$ cat src/rtl/hs_stream_pkg.sv
// Shared types and defaults for the hs_stream_source host-side kernel driver.
package hs_stream_pkg;

  localparam int unsigned DefDataW = 32;
  localparam int unsigned DefLenW  = 16;

  localparam logic [1:0] IdleEnc = 2'd0;

  typedef enum logic [1:0] {
    StIdle  = IdleEnc,
    StRun   = 2'd1,
    StDrain = 2'd2,
    StFin   = 2'd3
  } state_e;

endpackage

$ cat src/rtl/hs_stream_source_if.sv
// Kernel-facing bundle: ap_ctrl_hs block control plus the value/last ap_hs stream pair.
interface hs_stream_source_if
  import hs_stream_pkg::*;
#(
  parameter int unsigned DATA_W = DefDataW
) ();

  logic              ap_start;
  logic              ap_ready;
  logic              ap_done;
  logic              ap_idle;
  logic [DATA_W-1:0] value_V;
  logic              value_V_ap_vld;
  logic              value_V_ap_ack;
  logic              last_V;
  logic              last_V_ap_vld;
  logic              last_V_ap_ack;

  modport master (
    output ap_start,
    input  ap_ready,
    input  ap_done,
    input  ap_idle,
    output value_V,
    output value_V_ap_vld,
    input  value_V_ap_ack,
    output last_V,
    output last_V_ap_vld,
    input  last_V_ap_ack
  );

  modport slave (
    input  ap_start,
    output ap_ready,
    output ap_done,
    output ap_idle,
    input  value_V,
    input  value_V_ap_vld,
    output value_V_ap_ack,
    input  last_V,
    input  last_V_ap_vld,
    output last_V_ap_ack
  );

endinterface

$ cat src/rtl/hs_chan_tx.sv
// One ap_hs transmit channel: tracks vld and whether the current word was already accepted.
module hs_chan_tx (
  input  logic clk_i,
  input  logic rst_ni,
  input  logic load_i,
  input  logic ack_i,
  input  logic clear_i,
  output logic vld_o,
  output logic acked_o
);

  logic vld_q, vld_d;
  logic acked_q, acked_d;

  // load beats clear so a fresh word can be presented the cycle after completion
  always_comb begin
    vld_d   = vld_q;
    acked_d = acked_q;
    if (load_i) begin
      vld_d   = 1'b1;
      acked_d = 1'b0;
    end else if (clear_i) begin
      vld_d   = 1'b0;
      acked_d = 1'b0;
    end else if (vld_q && ack_i) begin
      vld_d   = 1'b0;
      acked_d = 1'b1;
    end
  end

  always_ff @(posedge clk_i or negedge rst_ni) begin
    if (!rst_ni) begin
      vld_q   <= 1'b0;
      acked_q <= 1'b0;
    end else begin
      vld_q   <= vld_d;
      acked_q <= acked_d;
    end
  end

  assign vld_o   = vld_q;
  assign acked_o = acked_q;

endmodule

$ cat src/rtl/hs_stream_source.sv
// Starts an ap_ctrl_hs kernel, streams base + k*step on value/last ap_hs channels,
// then waits for ap_done and pulses done.
module hs_stream_source
  import hs_stream_pkg::*;
#(
  parameter int unsigned DATA_W = DefDataW,
  parameter int unsigned LEN_W  = DefLenW
) (
  input  logic               ap_clk,
  input  logic               ap_rst_n,
  input  logic               cfg_start,
  input  logic [LEN_W-1:0]   cfg_len,
  input  logic [DATA_W-1:0]  cfg_base,
  input  logic [DATA_W-1:0]  cfg_step,
  output logic               busy,
  output logic               done,
  hs_stream_source_if.master kif
);

  state_e            state_q, state_d;
  logic [LEN_W-1:0]  len_q, len_d;
  logic [LEN_W-1:0]  k_q, k_d;
  logic [DATA_W-1:0] cur_q, cur_d;
  logic [DATA_W-1:0] step_q, step_d;
  logic              ap_start_q, ap_start_d;
  logic              done_seen_q, done_seen_d;
  logic              reload_q, reload_d;

  logic accept, is_last, word_done, chan_load;
  logic v_vld, v_acked, l_vld, l_acked;

  assign accept    = (state_q == StIdle) && cfg_start && (cfg_len != '0) && kif.ap_idle;
  assign is_last   = (k_q == len_q - LEN_W'(1));
  assign word_done = (state_q == StRun)
                   && (v_acked || (v_vld && kif.value_V_ap_ack))
                   && (l_acked || (l_vld && kif.last_V_ap_ack));
  // Reload is delayed a cycle so each channel shows vld=0 between words
  assign chan_load = accept || reload_q;

  hs_chan_tx u_value_tx (
    .clk_i   (ap_clk),
    .rst_ni  (ap_rst_n),
    .load_i  (chan_load),
    .ack_i   (kif.value_V_ap_ack),
    .clear_i (word_done),
    .vld_o   (v_vld),
    .acked_o (v_acked)
  );

  hs_chan_tx u_last_tx (
    .clk_i   (ap_clk),
    .rst_ni  (ap_rst_n),
    .load_i  (chan_load),
    .ack_i   (kif.last_V_ap_ack),
    .clear_i (word_done),
    .vld_o   (l_vld),
    .acked_o (l_acked)
  );

  always_comb begin
    state_d     = state_q;
    len_d       = len_q;
    k_d         = k_q;
    cur_d       = cur_q;
    step_d      = step_q;
    ap_start_d  = ap_start_q;
    done_seen_d = done_seen_q;
    reload_d    = word_done && !is_last;

    if (ap_start_q && kif.ap_ready) begin
      ap_start_d = 1'b0;
    end

    unique case (state_q)
      StIdle: begin
        if (accept) begin
          len_d       = cfg_len;
          step_d      = cfg_step;
          cur_d       = cfg_base;
          k_d         = '0;
          ap_start_d  = 1'b1;
          done_seen_d = 1'b0;
          state_d     = StRun;
        end
      end
      StRun: begin
        if (kif.ap_done) begin
          done_seen_d = 1'b1;
        end
        if (word_done) begin
          cur_d = cur_q + step_q;
          // k stays at len-1 after the final word
          if (is_last) begin
            state_d = StDrain;
          end else begin
            k_d = k_q + LEN_W'(1);
          end
        end
      end
      StDrain: begin
        if (kif.ap_done) begin
          done_seen_d = 1'b1;
        end
        if ((done_seen_q || kif.ap_done) && !ap_start_q) begin
          state_d = StFin;
        end
      end
      StFin: begin
        done_seen_d = 1'b0;
        state_d     = StIdle;
      end
      default: state_d = StIdle;
    endcase
  end

  always_ff @(posedge ap_clk or negedge ap_rst_n) begin
    if (!ap_rst_n) begin
      state_q     <= StIdle;
      len_q       <= '0;
      k_q         <= '0;
      cur_q       <= '0;
      step_q      <= '0;
      ap_start_q  <= 1'b0;
      done_seen_q <= 1'b0;
      reload_q    <= 1'b0;
    end else begin
      state_q     <= state_d;
      len_q       <= len_d;
      k_q         <= k_d;
      cur_q       <= cur_d;
      step_q      <= step_d;
      ap_start_q  <= ap_start_d;
      done_seen_q <= done_seen_d;
      reload_q    <= reload_d;
    end
  end

  assign busy               = (state_q != StIdle);
  assign done               = (state_q == StFin);
  assign kif.ap_start       = ap_start_q;
  assign kif.value_V        = cur_q;
  assign kif.value_V_ap_vld = v_vld;
  assign kif.last_V         = (state_q == StRun) && is_last;
  assign kif.last_V_ap_vld  = l_vld;

endmodule

$ cat src/flat_wrapper.sv
// flat-port wrapper written by rule: the top's interface ports become plain ports
module hs_stream_source_flat import hs_stream_pkg::*;
#(
  parameter int unsigned DATA_W = DefDataW,
  parameter int unsigned LEN_W  = DefLenW
)
  (ap_clk, ap_rst_n, cfg_start, cfg_len, cfg_base, cfg_step, busy, done, kif_ap_start, kif_ap_ready, kif_ap_done, kif_ap_idle, kif_value_V, kif_value_V_ap_vld, kif_value_V_ap_ack, kif_last_V, kif_last_V_ap_vld, kif_last_V_ap_ack);
  hs_stream_source_if #(.DATA_W(DATA_W)) kif_i ();
  input  logic ap_clk;
  input  logic ap_rst_n;
  input  logic cfg_start;
  input  logic [LEN_W-1:0] cfg_len;
  input  logic [DATA_W-1:0] cfg_base;
  input  logic [DATA_W-1:0] cfg_step;
  output logic busy;
  output logic done;
  output wire logic [$bits(kif_i.ap_start)-1:0] kif_ap_start;
  input wire logic [$bits(kif_i.ap_ready)-1:0] kif_ap_ready;
  input wire logic [$bits(kif_i.ap_done)-1:0] kif_ap_done;
  input wire logic [$bits(kif_i.ap_idle)-1:0] kif_ap_idle;
  output wire logic [$bits(kif_i.value_V)-1:0] kif_value_V;
  output wire logic [$bits(kif_i.value_V_ap_vld)-1:0] kif_value_V_ap_vld;
  input wire logic [$bits(kif_i.value_V_ap_ack)-1:0] kif_value_V_ap_ack;
  output wire logic [$bits(kif_i.last_V)-1:0] kif_last_V;
  output wire logic [$bits(kif_i.last_V_ap_vld)-1:0] kif_last_V_ap_vld;
  input wire logic [$bits(kif_i.last_V_ap_ack)-1:0] kif_last_V_ap_ack;
  assign kif_ap_start = kif_i.ap_start;
  assign kif_i.ap_ready = kif_ap_ready;
  assign kif_i.ap_done = kif_ap_done;
  assign kif_i.ap_idle = kif_ap_idle;
  assign kif_value_V = kif_i.value_V;
  assign kif_value_V_ap_vld = kif_i.value_V_ap_vld;
  assign kif_i.value_V_ap_ack = kif_value_V_ap_ack;
  assign kif_last_V = kif_i.last_V;
  assign kif_last_V_ap_vld = kif_i.last_V_ap_vld;
  assign kif_i.last_V_ap_ack = kif_last_V_ap_ack;
  hs_stream_source #(.DATA_W(DATA_W), .LEN_W(LEN_W)) u_core (.ap_clk(ap_clk), .ap_rst_n(ap_rst_n), .cfg_start(cfg_start), .cfg_len(cfg_len), .cfg_base(cfg_base), .cfg_step(cfg_step), .busy(busy), .done(done), .kif(kif_i));
endmodule
$ cat config.mk
export PLATFORM = sky130hd
export DESIGN_NAME = hs_stream_source_flat
export DESIGN_NICKNAME = d
export VERILOG_FILES = /design/src/rtl/hs_stream_pkg.sv /design/src/rtl/hs_stream_source_if.sv /design/src/rtl/hs_chan_tx.sv /design/src/rtl/hs_stream_source.sv /design/src/flat_wrapper.sv
export SDC_FILE = /design/constraint.sdc
export NUM_CORES = 1
export LEC_CHECK = 0
export BUFFER_PORTS_ARGS = -buffer_cell sky130_fd_sc_hd__buf_2
export CORE_MARGIN = 8
export CORE_UTILIZATION = 50
export CTS_BUF_LIST = sky130_fd_sc_hd__clkbuf_16
export DETAILED_ROUTE_END_ITERATION = 10
export GPL_TIMING_DRIVEN = 1
export HOLD_SLACK_MARGIN = 0.15
export PLACE_DENSITY = 0.8
export SYNTH_ARGS = -nofsm -noshare
export SYNTH_HDL_FRONTEND = slang
export SYNTH_SLANG_ARGS = --single-unit
$ cat constraint.sdc
create_clock -name ap_clk -period 7.49 [get_ports ap_clk]
set_input_delay 1.1235 -clock ap_clk [delete_from_list [all_inputs] [get_ports ap_clk]]
set_output_delay 1.1235 -clock ap_clk [all_outputs]
set_load 0.05 [all_outputs]
==> impl_metrics.env <==
export IMPL_critPathSlowestCell="or4_1"
export IMPL_grt_setup_unrepaired="false"
export IMPL_maxSlewViolCount=0
export IMPL_grtUsageTotal_pct=19.8
export IMPL_ir_worst_vdd_mv=0.261
export IMPL_outcome="completed"
export IMPL_place_area_um2=7540
export IMPL_ff2ff_setup_slack_ns=4.17
export IMPL_maxSlewHeadroom_pct=38.3
export IMPL_fillers=1193
export IMPL_numClockSinks=105
export IMPL_cts_resized=0
export IMPL_wl_met1_um=7970
export IMPL_drive_gt1_share_pct=24.9
export IMPL_finalHoldViolCount=0
export IMPL_core_rowCount=42
export IMPL_synth_cell_types=68
export IMPL_synth_edf_count=0
export IMPL_cts_hold_buf=0
export IMPL_criticalPathCategory="register to output pin"
export IMPL_seq_area_um2=2630
export IMPL_drc=0
export IMPL_synth_top_area_share_pct=38.8
export IMPL_grt_pass1_wl_um=28700
export IMPL_dieArea_um2=17500
export IMPL_port_buffers=125
export IMPL_tightestPinTransition_ns=0.925
export IMPL_die_height_um=132
export IMPL_setup_tns_ns=0
export IMPL_fmaxAchievable_mhz=245
export IMPL_synthArstFlopShare_pct=100
export IMPL_cts_htree_levels=3
export IMPL_ys_ff_latch=105
export IMPL_worstRegToRegCells=9
export IMPL_top_layer="met5"
export IMPL_initial_core_util_pct=51.2
export IMPL_crit_top_cell="nor4_1"
export IMPL_ys_seq_area_share_pct=38.8
export IMPL_r2r_end="u_core.state_q[1]$_DFFE_PN0P_"
export IMPL_drtIter0Drc=450
export IMPL_multi_input_area_um2=3930
export IMPL_skew_ns=0.00710
export IMPL_ys_top_cells_by_area="dfrtp_1 39%, mux2_2 8.1%, ha_1 6.8%"
export IMPL_diodes=0
export IMPL_cp_start_kind="register"
export IMPL_grt_antenna_before_repair=2
export IMPL_crit_arrival_ns=2.95
export IMPL_area_growth_pct=15.9
export IMPL_cp_required_ns=6.37
export IMPL_cts_root_buf="clkbuf_16"
export IMPL_finalSetupViolCount=0
export IMPL_final_common_cell="buf_2"
export IMPL_dp_cells=994
export IMPL_ys_warn_count=0
export IMPL_fin_cells=1010
export IMPL_io_pins=126
export IMPL_first_pass_iters=4
export IMPL_wl_um=17200
export IMPL_cellLeakagePower_nw=3.64
export IMPL_synth_area_leader_cell="dfrtp_1"
export IMPL_vias=5881
export IMPL_die_w_um=132
export IMPL_wire_per_inst_um=17.0
export IMPL_holdPathEnd="u_core.u_value_tx.vld_o$_DFFE_PN0P_"
export IMPL_synth_avg_cell_area_um2=9.40
export IMPL_gp_congestion=0.870
export IMPL_r2r_start="u_core.len_q[4]$_DFFE_PN0P_"
export IMPL_cts_clk_slew_worst_paths_ns=0.06
export IMPL_fin_crit_sh_pct=54.4
export IMPL_layout_nets=955
export IMPL_cts_buffers=9
export IMPL_cp_max_fo=8
export IMPL_hold_class="register to register"
export IMPL_synthFlopType="dfrtp_1"
export IMPL_power_per_cell_area_nw_per_um2=518
export IMPL_avgViaCountPerCell=5.82
export IMPL_grt_overflow_total=0
export IMPL_cp_end_kind="output pin"
export IMPL_syn_nets=847
export IMPL_max_cap_viol_count=0
export IMPL_cts_tree="built"
export IMPL_layout_common_cells="124 x buf_2, 105 x dfrtp_1, 73 x a21oi_1"
export IMPL_synthCells=721
export IMPL_hold_depth=2
export IMPL_wl_met2_um=7990
export IMPL_slowest_delay_ns=0.72
export IMPL_period_needed_ns=4.08
export IMPL_worstHoldStart="u_core.reload_q$_DFF_PN0_"
export IMPL_grt_pass1_vias=5749
export IMPL_cts_buffer_depth=2
export IMPL_cp_cell_sequence="or4_1 > nor4_1 > o32ai_1 > a21oi_1 > o221ai_2 > nor4_1 > buf_2"
export IMPL_final_area_um2=7850
export IMPL_design_core_area_um2=13200
export IMPL_holdWs_ns=0.485
export IMPL_syn_area_um2=6770
export IMPL_ant_nets=0
export IMPL_dp_hpwl_um=12600
export IMPL_clk_latency_ns=0.35
export IMPL_grt_start_max_net_pins=68
export IMPL_post_cts_setup_buffers=0
export IMPL_wl_met3_um=976
export IMPL_startpoint="u_core.len_q[0]$_DFFE_PN0P_"
## cell families after synthesis
group | synth area share (%)
AND/OR/NAND/NOR | 16.1
AO/OA/AOI/OAI | 18.5
flip-flops | 38.8
multiplexers | 9.92
buffers and inverters | 3.36
XOR/XNOR | 6.21
adder cells (fa/ha/maj) | 7.13
## synth_stat cells (7+ instances only)
| master | count |
|---|---|
| a211oi_1 | 7 |
| a21o_1 | 18 |
| a21oi_1 | 73 |
| a31oi_1 | 9 |
| and3_1 | 9 |
| buf_1 | 7 |
| clkbuf_1 | 21 |
| dfrtp_1 | 105 |
| ha_1 | 37 |
| inv_1 | 20 |
| mux2_2 | 49 |
| mux2i_1 | 12 |
| nand2_1 | 59 |
| nand3_1 | 19 |
| nand4_1 | 11 |
| nor2_1 | 44 |
| nor3_1 | 11 |
| nor4_1 | 10 |
| o21ai_0 | 50 |
| or4_1 | 7 |
| xnor2_1 | 31 |
| xor2_1 | 17 |
## metrics by stage
stage          util (%)  power, mW  setup WS [ns]
3_5_place_dp       56.9       3.55           3.53
4_1_cts            59.3       4.07           3.40
3_3_place_gp       56.9       3.51           3.51
6_report           59.3       4.07           3.41
5_1_grt            59.3       4.40           3.23
2_1_floorplan         -       3.01           3.08
## power by group
part	total [mW]	internal, mW	switching [mW]	leakage [nW]
Combinational	2.49	0.980	1.51	2.18
Clock	0.498	0.290	0.208	0.156
Sequential	1.08	0.828	0.250	1.30
Total	4.07	2.10	1.97	3.64
## flip-flops by register name, summed over array words and instances (netlist names)
signal / count
u_core.kif.value_V: 32
u_core.step_q: 32
u_core.k_q: 16
u_core.len_q: 16
u_core.state_q: 2
u_core.done_seen_q: 1
u_core.kif.ap_start: 1
u_core.reload_q: 1
u_core.u_last_tx.acked_o: 1
u_core.u_last_tx.vld_o: 1
u_core.u_value_tx.acked_o: 1
u_core.u_value_tx.vld_o: 1
## worst max-delay path, delay by kind of cell, from the launching register on
family	cells	cell delay, ns
simple gates	3	1.35
compound gates	3	0.47
flops	1	0.45
buf+inv	1	0.33
## area by class of cell
type                       count  area share [%]
clock buffer                   9            2.87
tap                          176            2.81
multi-input combinational    561            50.1
clock inverter                 7            1.12
timing repair buffer         132            8.67
inverter                      20           0.956
sequential                   105            33.5
## routing by layer
| layer | GRT usage [%] | vias to the layer above |
|---|---|---|
| met5 | 0 | - |
| met2 | 30.9 | 155 |
| met1 | 26.4 | 2846 |
| met4 | 4.67 | 4 |
| li1 | - | 2853 |
| met3 | 5.72 | 23 |
## worst max-delay path by stage
stage	slack (ns)	to
final	3.41	kif_last_V
after global routing	3.23	kif_last_V
after CTS	3.40	kif_last_V
after detailed placement	3.53	u_core.k_q[13]$_DFFE_PN0P_
after global placement	3.51	u_core.k_q[13]$_DFFE_PN0P_
after floorplan	3.08	kif_last_V
Power figures use the tool's default switching activity.
